===== config.mk =====
export PLATFORM = sky130hd
export DESIGN_NAME = bp_fe_mem_arbiter
export DESIGN_NICKNAME = d
export VERILOG_FILES = /design/src/rtl/bp_fe_pkg.sv /design/src/rtl/bsg_priority_encode.sv /design/src/rtl/bp_fe_mem_arbiter.sv
export SDC_FILE = /design/constraint.sdc
export NUM_CORES = 1
export LEC_CHECK = 0
export ABC_AREA = 1
export ABC_CLOCK_PERIOD_IN_PS = 1600
export BUFFER_PORTS_ARGS = -buffer_cell sky130_fd_sc_hd__buf_2
export CORE_AREA = 5 5 84 86
export CTS_BUF_LIST = sky130_fd_sc_hd__clkbuf_2
export DETAILED_ROUTE_END_ITERATION = 12
export DIE_AREA = 0 0 89 91
export GPL_TIMING_DRIVEN = 0
export PLACE_DENSITY = 0.73
export SLEW_MARGIN = 10
export SYNTH_ARGS = -nofsm -noshare
export SYNTH_HDL_FRONTEND = slang
export SYNTH_SLANG_ARGS = --single-unit

===== constraint.sdc =====
create_clock -name clk_i -period 1.6 [get_ports clk_i]
set_clock_uncertainty 0.1 [all_clocks]
set_input_delay 0.32 -clock clk_i [delete_from_list [all_inputs] [get_ports clk_i]]
set_output_delay 0.32 -clock clk_i [all_outputs]
set_load 0.05 [all_outputs]

===== src/rtl/bp_fe_pkg.sv =====
// Shared types for the front-end memory arbiter: FSM state encoding,
// request-vector bit positions and a small pipeline helper.
package bp_fe_pkg;

  typedef enum logic [1:0] {
    e_run    = 2'd0,
    e_drain  = 2'd1,
    e_fence  = 2'd2,
    e_fencei = 2'd3
  } bp_fe_mem_arb_state_e;

  // Request-vector positions; bit 0 is the highest priority.
  localparam int unsigned arb_req_num_lp = 4;
  localparam logic [1:0] arb_tlb_fence_idx_lp = 2'd0;
  localparam logic [1:0] arb_fill_idx_lp      = 2'd1;
  localparam logic [1:0] arb_fencei_idx_lp    = 2'd2;
  localparam logic [1:0] arb_fetch_idx_lp     = 2'd3;

  // Live fetch count from the two stage-valid bits (0..2, cannot wrap).
  function automatic logic [1:0] inflight_count(input logic s1, input logic s2);
    return {1'b0, s1} + {1'b0, s2};
  endfunction

endpackage


===== src/rtl/bsg_priority_encode.sv =====
// Priority encoder: addr_o is the index of the lowest set bit of i,
// v_o flags that any bit is set.
module bsg_priority_encode #(
  parameter int width_p = 4,
  parameter int addr_width_lp = (width_p > 1) ? $clog2(width_p) : 1
) (
  input  logic [width_p-1:0]       i,
  output logic [addr_width_lp-1:0] addr_o,
  output logic                     v_o
);

  // Scan high to low so the lowest set bit is the last (winning) write.
  always_comb begin
    addr_o = '0;
    v_o    = |i;
    for (int k = width_p - 1; k >= 0; k--) begin
      if (i[k]) begin
        addr_o = addr_width_lp'(k);
      end
    end
  end

endmodule


===== src/rtl/bp_fe_mem_arbiter.sv =====
// Front-end memory arbiter: steers ITLB fences, ITLB fills, icache fences and
// fetches onto the shared ITLB/icache ports, draining in-flight fetches before
// any fence is performed.
//
// Handshake: every requester raises its v_i with operands and holds them until
// the combinational yumi_o pulses high in a cycle; that cycle is the transfer.
module bp_fe_mem_arbiter
  import bp_fe_pkg::*;
#(
  parameter int vaddr_width_p     = 39,
  parameter int vtag_width_p      = 27,
  parameter int tlb_entry_width_p = 34
) (
  input  logic                         clk_i,
  input  logic                         reset_n_i,

  input  logic                         fetch_v_i,
  input  logic [vaddr_width_p-1:0]     fetch_vaddr_i,
  output logic                         fetch_yumi_o,

  input  logic                         fill_v_i,
  input  logic [vtag_width_p-1:0]      fill_vtag_i,
  input  logic [tlb_entry_width_p-1:0] fill_entry_i,
  output logic                         fill_yumi_o,

  input  logic                         tlb_fence_v_i,
  output logic                         tlb_fence_yumi_o,

  input  logic                         fencei_v_i,
  output logic                         fencei_yumi_o,

  input  logic                         poison_i,
  input  logic                         icache_ready_i,

  output logic                         itlb_v_o,
  output logic                         itlb_w_o,
  output logic                         itlb_flush_o,
  output logic [vtag_width_p-1:0]      itlb_vtag_o,
  output logic [tlb_entry_width_p-1:0] itlb_entry_o,

  output logic                         icache_vaddr_v_o,
  output logic [vaddr_width_p-1:0]     icache_vaddr_o,
  output logic                         icache_fencei_v_o,

  output logic [1:0]                   inflight_o,
  output logic                         busy_o,
  output bp_fe_mem_arb_state_e         state_o
);

  bp_fe_mem_arb_state_e state_q, state_d;
  logic s1_q, s1_d;
  logic s2_q, s2_d;

  logic [arb_req_num_lp-1:0] req_vec;
  logic [1:0]                grant_addr;
  logic                      grant_v;
  logic                      fence_pending;
  bp_fe_mem_arb_state_e      fence_target;

  // A fetch only competes when the icache can take its address this cycle.
  assign req_vec = {fetch_v_i & icache_ready_i, fencei_v_i, fill_v_i, tlb_fence_v_i};

  bsg_priority_encode #(
    .width_p(arb_req_num_lp)
  ) u_req_pe (
    .i     (req_vec),
    .addr_o(grant_addr),
    .v_o   (grant_v)
  );

  assign fence_pending = tlb_fence_v_i | fencei_v_i;
  // When both fences are pending the ITLB flush goes first; the icache fence
  // is picked up again on the return to RUN.
  assign fence_target  = tlb_fence_v_i ? e_fence : e_fencei;

  assign inflight_o = inflight_count(s1_q, s2_q);
  assign busy_o     = (state_q != e_run);
  assign state_o    = state_q;

  // Next-state, issue strobes and yumis; strobes are forced low during reset.
  always_comb begin
    state_d           = state_q;
    s1_d              = 1'b0;
    s2_d              = s1_q & ~poison_i;
    fetch_yumi_o      = 1'b0;
    fill_yumi_o       = 1'b0;
    tlb_fence_yumi_o  = 1'b0;
    fencei_yumi_o     = 1'b0;
    itlb_v_o          = 1'b0;
    itlb_w_o          = 1'b0;
    itlb_flush_o      = 1'b0;
    icache_vaddr_v_o  = 1'b0;
    icache_fencei_v_o = 1'b0;
    itlb_vtag_o       = fetch_vaddr_i[vaddr_width_p-1 -: vtag_width_p];
    itlb_entry_o      = fill_entry_i;
    icache_vaddr_o    = fetch_vaddr_i;

    if (reset_n_i) begin
      case (state_q)
        e_run: begin
          // Any pending fence blocks both fills and fetches so that the fence
          // is ordered ahead of later ITLB and icache traffic.
          if (fence_pending) begin
            state_d = (inflight_o != 2'd0) ? e_drain : fence_target;
          end else if (grant_v && grant_addr == arb_fill_idx_lp) begin
            fill_yumi_o = 1'b1;
            itlb_v_o    = 1'b1;
            itlb_w_o    = 1'b1;
            itlb_vtag_o = fill_vtag_i;
          end else if (grant_v && grant_addr == arb_fetch_idx_lp) begin
            fetch_yumi_o     = 1'b1;
            itlb_v_o         = 1'b1;
            icache_vaddr_v_o = 1'b1;
            s1_d             = 1'b1;
          end
        end
        e_drain: begin
          if (inflight_o == 2'd0) begin
            state_d = fence_target;
          end
        end
        e_fence: begin
          itlb_flush_o     = 1'b1;
          tlb_fence_yumi_o = 1'b1;
          state_d          = e_run;
        end
        e_fencei: begin
          if (icache_ready_i) begin
            icache_fencei_v_o = 1'b1;
            fencei_yumi_o     = 1'b1;
            state_d           = e_run;
          end
        end
        default: state_d = e_run;
      endcase
    end
  end

  // State and fetch-pipeline registers.
  always_ff @(posedge clk_i or negedge reset_n_i) begin
    if (!reset_n_i) begin
      state_q <= e_run;
      s1_q    <= 1'b0;
      s2_q    <= 1'b0;
    end else begin
      state_q <= state_d;
      s1_q    <= s1_d;
      s2_q    <= s2_d;
    end
  end

endmodule

==> results of run 1 <==
[worst max path at each step]
| stage | endpoint | from | cells after the start |
|---|---|---|---|
| after floorplan | icache_vaddr_v_o | state_o[0] | 4 |
| after global placement | itlb_vtag_o[5] | fencei_v_i | 7 |
| after detailed placement | itlb_vtag_o[5] | fencei_v_i | 7 |
| after CTS | itlb_vtag_o[6] | state_o[0] | 7 |
| after global routing | itlb_vtag_o[14] | state_o[1] | 7 |
| final | itlb_vtag_o[6] | state_o[1] | 7 |
[Yosys cell counts]
cell      count  area, µm²
nand4_2       1       12.5
nand3b_1      1       7.51
nor2_8        1       20.0
ha_1          2       25.0
nor2_4        1       11.3
buf_2         2       10.0
a21oi_1       2       10.0
buf_6         2       22.5
nor2_2        1       6.26
nor2_1        4       15.0
buf_4        77        578
dfrtp_1       4        100
inv_1         6       22.5
nand3_1       4       20.0
nor3_1        2       10.0
nand3_4       1       17.5
nand2_1      93        349
[through the flow]
stage / std cells / utilization / instance area [µm²] / TNS (ns)
after floorplan: 204 / - / 1480 / -8.26
after global placement: 456 / 0.395 / 2450 / -13.61
after detailed placement: 456 / 0.395 / 2450 / -13.55
after CTS: 473 / 0.471 / 2920 / -13.57
after global routing: 479 / 0.519 / 3220 / -15.14
final: 479 / 0.519 / 3220 / -12.39
[flip-flops by register name (all words and copies together) (netlist names)]
name and flops:
s1_q 1, s2_q 1, state_o 2
[placed cells by master, fill, tap and decap left out]
cell type	instances
buf_2	137
buf_4	81
nand2_4	42
nand2_2	29
buf_8	27
buf_6	27
nand2_1	22
inv_1	5
nand3_1	4
clkbuf_2	4
nor2_4	3
nor2_1	3
nor3_4	2
ha_1	2
dfrtp_1	2
dfrtp_2	2
nor2_2	1
nand3_4	1
nor2_8	1
nand4_4	1
a21oi_2	1
inv_2	1
a21oi_1	1
nand3b_1	1
dlygate4sd3_1	1
buf_12	1
[logic make-up (layout without fill, tap and decap cells)]
group / count (synthesis) / in the layout / synth area share
AND/OR/NAND/NOR: 109 / 110 / 0.379
flip-flops: 4 / 4 / 0.0809
AO/OA/AOI/OAI: 2 / 2 / 0.00809
adder cells (fa/ha/maj): 2 / 2 / 0.0202
buffers and inverters: 87 / 284 / 0.512
[power groups by stage]
| stage | combinational [µW] | clock [µW] | sequential, µW |
|---|---|---|---|
| 2_1_floorplan | 1220 | 0 | 274 |
| 3_3_place_gp | 1630 | 0 | 194 |
| 3_5_place_dp | 1640 | 0 | 198 |
| 4_1_cts | 2010 | 119 | 158 |
| 5_1_grt | 2290 | 121 | 163 |
| 6_report | 2180 | 114 | 163 |
[what timing repair did]
action | 4_1_cts | 5_1_grt
setup endpoints to repair | 36 | 37
gates cloned | 4 | 1
pin swaps | 4 | 6
setup buffers | 8 | 5
hold buffers | 1 | 0
hold endpoints to repair | 4 | 0
gates resized for setup | 111 | 72
[final cells by class]
class                   instances  area [µm²]  area share
repair buffers                193        1400       0.433
multi-input cells             114         946       0.294
plain buffers                  81         638       0.198
flip-flops and latches          4         103      0.0319
well taps                      77        96.3      0.0299
inverters                       6        22.5     0.00699
clock buffers                   4        20.0     0.00622
[layer usage]
layer | share of wire | vias to the layer above | routed length, µm | track usage
met4 | 0.019 | 0 | 121 | 0.0422
li1 | - | 946 | - | -
met5 | 0 | - | 0 | 0
met3 | 0.11 | 14 | 712 | 0.0217
met2 | 0.57 | 113 | 3640 | 0.257
met1 | 0.29 | 879 | 1870 | 0.126
[critical path: stages (launching register included)]
cell and delay (ns):
dfrtp_2 0.42, nor2_4 0.15, nand3_4 0.14, nor2_8 0.21
buf_8 0.18, nand2_2 0.07, nand2_4 0.06, buf_8 0.14
==> qor.yml, run 1 <==
grtUsageTotal: 0.128
switching_share: 0.582
holdCritStartpoint: "poison_i"
slew_headroom: 0.795
hold-path-endpoint: "s2_q"
viasPerCell: 4.08
ff2ff_path_depth: 5
cts-root-buf: "clkbuf_2"
drc: 0
finalPower_uw: 2460
start_util: 0.199
path_class: "reg2out"
peakVddDrop_mv: 1.22
rows: 29
violations: "setup timing"
grt_pass1_wl_um: 8410
pwr-share-comb: 0.887
antenna_found_initial: 0
startpoint_type: "flip-flop"
drive_above_1_share: 0.898
wl_per_cell_um: 13.3
overflow: 0
fin_crit_sh: 1.26
p_leak_uw: 0.00184
dpl.hpwl_um: 4590
clk-insertion-delay-late_ns: 0.22
numPortBuffers: 175
cts_max_level: 1
drv_slew: 0
clockBufferDepth: 2
setup_viol_count_final: 36
ios: 222
post-place-ws_ns: -0.509
avgSynthCellArea_um2: 6.07
firstDrtPassIters: 4
critical_path_required_ns: 1.18
r2r-start: "state_o[1]"
dieArea_um2: 8100
status: "complete, but fails checks"
wl_um: 6350
p_int_uw: 1030
numClockSinks: 4
fp.dieH_um: 91
drv_cap: 0
r2r-end: "s1_q"
antenna_left: 0
fin_ws_ns: -0.421
synthCells: 204
power_density_nw_per_um2: 764
switching_power_uw: 1430
synth-seq-cells: 4
yosys_warnings: 0
p_clk_frac: 0.046
die_x_um: 89
cp_max_fo: 7
hold_path.class: "in2reg"
nets: 513
syn_to_final_growth_pct: 160
final.min_clock_period_ns: 2.02
cp-end-kind: "output port"
clkTransAtPathRegs_ns: 0.06
final_hold_viol_count: 0
n_antenna_cell: 0
drtIter0Drc: 10
vias: 1952
cts_tree: "yes"
gp_congestion: 0.829
fill_cells: 584
cts_buffers: 3
rsz0062_at_grt: "yes"
syn_area_um2: 1240
synthDistinctLibCells: 17
p_seq_frac: 0.066
regToRegSetupSlack_ns: 0.25
syn-num-nets: 314
fmax_mhz: 495
holdWs_ns: 0.156
min_delay_path_depth: 2
seq_area_frac_synth: 0.0809
grt_max_degree: 11
grt_pass1_vias: 1844
coreArea_um2: 6200
tightest_slew_ns: 0.307
critPathArrivalTime_ns: 1.60
Note: power is estimated with default switching activity, not from simulation.
==> run 2, diff against run 1 <==
--- a/config.mk
+++ b/config.mk
@@ -14,6 +14,7 @@
 export DIE_AREA = 0 0 89 91
 export GPL_TIMING_DRIVEN = 0
 export PLACE_DENSITY = 0.73
+export RECOVER_POWER = 25
 export SLEW_MARGIN = 10
 export SYNTH_ARGS = -nofsm -noshare
 export SYNTH_HDL_FRONTEND = slang
==> run 2 against run 1 <==
Effect of this change: the run still ends with setup timing left; critical endpoint unchanged; critical path type unchanged; sequential power is essentially flat; non-clock buffer count unchanged; first-iteration DRC count is the same; flip-flop and latch count unchanged; final area fell by 0.62%.
==> qor.yml, run 2 (synthesized netlist as in run 1, its figures left out) <==
final.min_clock_period_ns: 2.02  # +0.00273 ns
drive_above_1_share: 0.858  # -0.0398
clockBufferDepth: 2  # unchanged
numClockSinks: 4  # unchanged
grt_pass1_vias: 1844  # unchanged
antenna_left: 0  # unchanged
overflow: 0  # unchanged
placed_area_um2: 2450  # unchanged
startpoint_type: "flip-flop"
antenna_found_initial: 0  # unchanged
fin_crit_sh: 1.26  # +0.00171
dieArea_um2: 8100  # unchanged
drc: 0  # unchanged
hold_path.class: "in2reg"
grt_max_degree: 11  # unchanged
cts_max_level: 1  # unchanged
wl_um: 6360  # +0.27%
wl_per_cell_um: 13.3  # +0.27%
die_x_um: 89  # unchanged
cp_max_fo: 7  # unchanged
status: "complete, but fails checks"
path_class: "reg2out"
fin_ws_ns: -0.424  # -0.00273 ns
drv_cap: 0  # unchanged
crit_start: "state_o[1]"
setup_viol_count_final: 37  # +2.8%
rsz0062_at_grt: "yes"
tightest_slew_ns: 0.626  # +0.319 ns
final.setup.tns_ns: -12.49  # -0.106 ns
holdWs_ns: 0.153  # -0.00347 ns
power_density_nw_per_um2: 768  # +0.46%
firstDrtPassIters: 4  # unchanged
clk-insertion-delay-late_ns: 0.22  # about the same
rows: 29  # unchanged
slew_headroom: 0.584  # -0.210
fmax_mhz: 494  # -0.14%
fp.dieH_um: 91  # unchanged
cp-end-kind: "output port"
start_util: 0.199  # unchanged
ios: 222  # unchanged
peakVddDrop_mv: 1.22  # about the same
critPathArrivalTime_ns: 1.60  # about the same
cts-root-buf: "clkbuf_2"
p_leak_uw: 0.00179  # -2.4%
violations: "setup timing"
cts_buffers: 3  # unchanged
final_common_cell: "buf_2"
gp_congestion: 0.829  # unchanged
regToRegSetupSlack_ns: 0.25  # about the same
clkTransAtPathRegs_ns: 0.06  # about the same
drv_slew: 0  # unchanged
drtIter0Drc: 10  # unchanged
final_hold_viol_count: 0  # unchanged
coreArea_um2: 6200  # unchanged
critical_path_required_ns: 1.18  # about the same
ff2ff_path_depth: 5  # unchanged
grtUsageTotal: 0.128  # unchanged
viasPerCell: 4.08  # about the same
largest_reg_flops: 2  # unchanged
r2r-end: "s1_q"
cts_tree: "yes"
r2r-start: "state_o[1]"
mostFrequentLayoutCells: "buf_2, buf_4, nand2_4"
syn_to_final_growth_pct: 159
finalPower_uw: 2460  # -0.16%
nets: 513  # unchanged
numPortBuffers: 175  # unchanged
grt_pass1_wl_um: 8410  # unchanged
post-route-cell-area_um2: 3200  # -0.62%
vias: 1953  # +0.051%
n_antenna_cell: 0  # unchanged
dpl.hpwl_um: 4590  # unchanged
endpoint: "itlb_vtag_o[6]"
[run 2: repair_timing]
| item | 4_1_cts | 5_1_grt |
|---|---|---|
| hold buffers | 1 | 0 |
| endpoints found under the hold margin | 4 | 0 |
| cloned | 4 | 1 |
| buffers inserted | 8 | 5 |
| gates resized for setup | 111 | 72 |
| pin swaps | 4 | 6 |
| endpoints found under the setup margin | 36 | 37 |
[run 2: power breakdown]
group          total (µW)  internal [µW]  leakage, µW  switching [µW]
clock network         115           66.0    0.0000166            49.2
registers             163            131    0.0000505            31.6
logic                2180            826      0.00172            1350
total                2460           1020      0.00179            1430
[run 2: how the worst min path moves through the flow]
stage / startpoint / endpoint / slack [ns] / depth (start not counted)
after detailed placement: reset_n_i / s1_q / 0.08 / 1
after global placement: reset_n_i / s2_q / 0.08 / 1
final: poison_i / s2_q / 0.15 / 2
after floorplan: reset_n_i / s1_q / -0.08 / 0
after CTS: poison_i / s2_q / 0.14 / 2
after global routing: poison_i / s2_q / 0.15 / 2
[run 2: routing by layer]
metal / global-route usage / vias to the layer above / part of all wire
li1: - / 945 / -
met1: 0.126 / 878 / 0.29
met2: 0.257 / 116 / 0.57
met3: 0.0217 / 14 / 0.11
met4: 0.0422 / 0 / 0.020
met5: 0 / - / 0
[run 2: final cells by class]
cell class,count,area (µm²)
plain buffers,81,638
clock buffers,4,20.0
fillers,598,3000
inverters,6,22.5
multi-input cells,114,946
flip-flops and latches,4,103
well taps,77,96.3
repair buffers,193,1380
[run 2: critical path, stage by stage (launching register included)]
cell     delay, ns
dfrtp_2       0.42
nor2_4        0.15
nand3_4       0.14
nor2_8        0.21
buf_8         0.18
nand2_2       0.07
nand2_4       0.06
buf_8         0.14
[run 2: metrics by stage]
stage	util	instances	setup slack (ns)
after floorplan	-	204	-0.502
after detailed placement	0.395	456	-0.509
after CTS	0.471	473	-0.460
after global placement	0.395	456	-0.516
final	0.516	479	-0.424
after global routing	0.516	479	-0.495
==> run 3, diff against run 2 <==
--- a/config.mk
+++ b/config.mk
@@ -5,17 +5,18 @@
 export SDC_FILE = /design/constraint.sdc
 export NUM_CORES = 1
 export LEC_CHECK = 0
-export ABC_AREA = 1
 export ABC_CLOCK_PERIOD_IN_PS = 1600
 export BUFFER_PORTS_ARGS = -buffer_cell sky130_fd_sc_hd__buf_2
-export CORE_AREA = 5 5 84 86
+export CORE_ASPECT_RATIO = 0.5
+export CORE_MARGIN = 5
+export CORE_UTILIZATION = 27
 export CTS_BUF_LIST = sky130_fd_sc_hd__clkbuf_2
 export DETAILED_ROUTE_END_ITERATION = 12
-export DIE_AREA = 0 0 89 91
 export GPL_TIMING_DRIVEN = 0
-export PLACE_DENSITY = 0.73
+export PLACE_DENSITY = 0.92
 export RECOVER_POWER = 25
 export SLEW_MARGIN = 10
 export SYNTH_ARGS = -nofsm -noshare
 export SYNTH_HDL_FRONTEND = slang
+export SYNTH_HIERARCHICAL = 1
 export SYNTH_SLANG_ARGS = --single-unit
==> run 3 against run 2 <==
Effect of this change: the run still ends with setup timing left; fmax decreased by 17%; critical endpoint is now itlb_vtag_o[2]; routed wire length decreased by 5.1%; core utilization grew 11 points; final cell count decreased by 19%; die area down 26%; critical path depth decreased by 1; global-route usage rose by 4.9 points; final area fell by 15%.
==> qor.yml, run 3 <==
regToRegSetupSlack_ns: 0.04  # -0.21 ns
syn-num-nets: 254  # -19%
vias: 1561  # -20%
p_leak_uw: 0.00158  # -12%
syn_area_um2: 1200  # -2.8%
pwr-share-comb: 0.855  # -0.032
antenna_found_initial: 0  # unchanged
drc: 0  # unchanged
grt_max_degree: 8  # -3
rows: 17  # -41%
p_clk_frac: 0.067  # +0.020
seq_area_frac_synth: 0.0832  # +0.00236
final_util: 0.628  # +0.112
gr-usage-met1: 0.184  # +0.0585
grtUsageTotal: 0.176  # +0.0486
synthDistinctLibCells: 21  # +4
holdWs_ns: 0.165  # +0.0124 ns
antenna_left: 0  # unchanged
wl_um: 6040  # -5.1%
dieArea_um2: 5970  # -26%
synth_edf_count: 0  # unchanged
n_antenna_cell: 0  # unchanged
cts-root-buf: "clkbuf_2"
r2r-start: "state_o[0]"
switching_power_uw: 948  # -34%
setup_viol_count_final: 35  # -5.4%
dpl.hpwl_um: 5010  # +9.2%
r2r-end: "s1_q"
final_common_cell: "buf_2"
nets: 443  # -14%
grt_use_met2: 0.382  # +0.124
die_x_um: 104  # +17%
fin_crit_sh: 1.53  # +0.267
ios: 222  # unchanged
use_met3: 0.0192  # -0.00251
critical_path_required_ns: 1.18  # about the same
switching_share: 0.568  # -0.0156
tightest_slew_ns: 0.498  # -0.128 ns
firstDrtPassIters: 4  # unchanged
drtIter0Drc: 39  # +29
numPortBuffers: 175  # unchanged
coreArea_um2: 4360  # -30%
post-place-ws_ns: -1.11  # -0.596 ns
fmax_mhz: 408  # -17%
hold-path-endpoint: "s2_q"
path_class: "reg2out"
fp.dieH_um: 57.2  # -37%
cp-end-kind: "output port"
cp_max_fo: 6  # -1
power_density_nw_per_um2: 610  # -21%
clockBufferDepth: 2  # unchanged
synthCells: 144  # -29%
peakVddDrop_mv: 0.341  # -72%
cts_max_level: 1  # unchanged
syn_to_final_growth_pct: 128
yosys_warnings: 6  # +6
holdCritStartpoint: "poison_i"
synth-seq-cells: 4  # unchanged
fill_cells: 376  # -37%
p_seq_frac: 0.078  # +0.012
viasPerCell: 4.01  # -1.6%
synth_top_cells_by_count: "buf_4, mux2_2, nor2_1, inv_1, dfrtp_1"
synth_top_area_share: 0.481  # +0.0136
ff2ff_path_depth: 4  # -1
grt-busiest-layer: "met2"
avgSynthCellArea_um2: 8.35  # +38%
grt_pass1_wl_um: 8760  # +4.1%
slew_headroom: 0.665  # +0.0810
clk-insertion-delay-late_ns: 0.21  # about the same
postSynth.asyncResetShare: 1.00  # unchanged
yosysTopAreaCell: "buf_4"
gp_congestion: 0.775  # -6.5%
ys_top_cells_by_area: "buf_4, mux2_2, dfrtp_1, nor2_1, ha_1"
rsz0062_at_grt: "yes"
fin_ws_ns: -0.851  # -0.427 ns
largest_reg_flops: 2  # unchanged
numClockSinks: 4  # unchanged
wl_per_cell_um: 15.5  # +17%
hold_path.class: "in2reg"
mostFrequentLayoutCells: "buf_2, buf_4, mux2_4, buf_6, buf_8"
min_delay_path_depth: 2  # unchanged
synth_flop_cell: "dfrtp_1"
start_util: 0.276  # +0.0763
final_hold_viol_count: 0  # unchanged
cts_buffers: 3  # unchanged
synth_most_common_cell: "buf_4"
status: "complete, but fails checks"
final.min_clock_period_ns: 2.45  # +0.427 ns
cts_tree: "yes"
critPathArrivalTime_ns: 2.03  # +0.43 ns
drive_above_1_share: 0.925  # +0.0665
violations: "setup timing"
drv_slew: 0  # unchanged
p_int_uw: 722  # -30%
startpoint_type: "flip-flop"
grt_pass1_vias: 1714  # -7.0%
overflow: 0  # unchanged
drv_cap: 0  # unchanged
clkTransAtPathRegs_ns: 0.06  # about the same
## run 3: logic make-up after synthesis
| kind of cell | synth area share |
|---|---|
| buf+inv | 0.519 |
| mux | 0.253 |
| simple gates | 0.0916 |
| compound gates | 0.0323 |
| flops | 0.0832 |
| fa+ha+maj | 0.0208 |
## run 3: final cells by class
class / count / area (µm²) / share of cell area
tap: 57 / 71.3 / 0.0261
inverter: 5 / 18.8 / 0.00686
clock buffer: 4 / 20.0 / 0.00732
timing repair buffer: 185 / 1280 / 0.469
buffer: 79 / 608 / 0.222
multi-input combinational: 55 / 633 / 0.231
sequential: 4 / 103 / 0.0375
## run 3: timing repair
action / in CTS / in global routing
gates resized for setup: 94 / 21
pin swaps: 1 / 2
endpoints found under the setup margin: 34 / 40
hold endpoints to repair: 4 / 0
gates cloned: 2 / 0
hold buffers: 1 / 0
buffers inserted: 6 / 1
## run 3: per-stage QoR
stage	area [µm²]	power, µW	TNS, ns	std cells
2_1_floorplan	1310	1080	-27.27	144
3_3_place_gp	2260	1330	-30.49	376
3_5_place_dp	2260	1340	-30.28	376
4_1_cts	2660	1590	-29.63	389
5_1_grt	2740	1750	-28.60	389
6_report	2740	1670	-25.40	389
## run 3: power by group through the flow
stage | Combinational (µW) | Clock [µW] | Sequential [µW]
floorplan | 884 | 0 | 194
global placement | 1180 | 0 | 146
detailed placement | 1190 | 0 | 147
CTS | 1350 | 114 | 127
global route | 1480 | 134 | 132
finish | 1430 | 112 | 131
## run 3: worst max path at each step
stage / slack [ns] / startpoint / to
after floorplan: -0.91 / state_o[1] / itlb_vtag_o[0]
after global placement: -1.12 / tlb_fence_v_i / itlb_vtag_o[0]
after detailed placement: -1.11 / tlb_fence_v_i / itlb_vtag_o[0]
after CTS: -0.99 / state_o[1] / itlb_vtag_o[0]
after global routing: -0.94 / state_o[0] / itlb_vtag_o[2]
final: -0.85 / state_o[0] / itlb_vtag_o[2]
## run 3: critical path: stages (launching register included)
cell and delay, ns:
dfrtp_2 0.41, or4_4 0.50, nor3_4 0.16, buf_12 0.15, buf_8 0.13, mux2_4 0.32
buf_8 0.15
## run 3: per-layer routing
layer	share of wire	routed length, µm	vias to the layer above
met5	0	0	-
met1	0.32	1930	725
met3	0.045	274	6
met2	0.62	3760	58
li1	-	-	772
met4	0.012	74	0
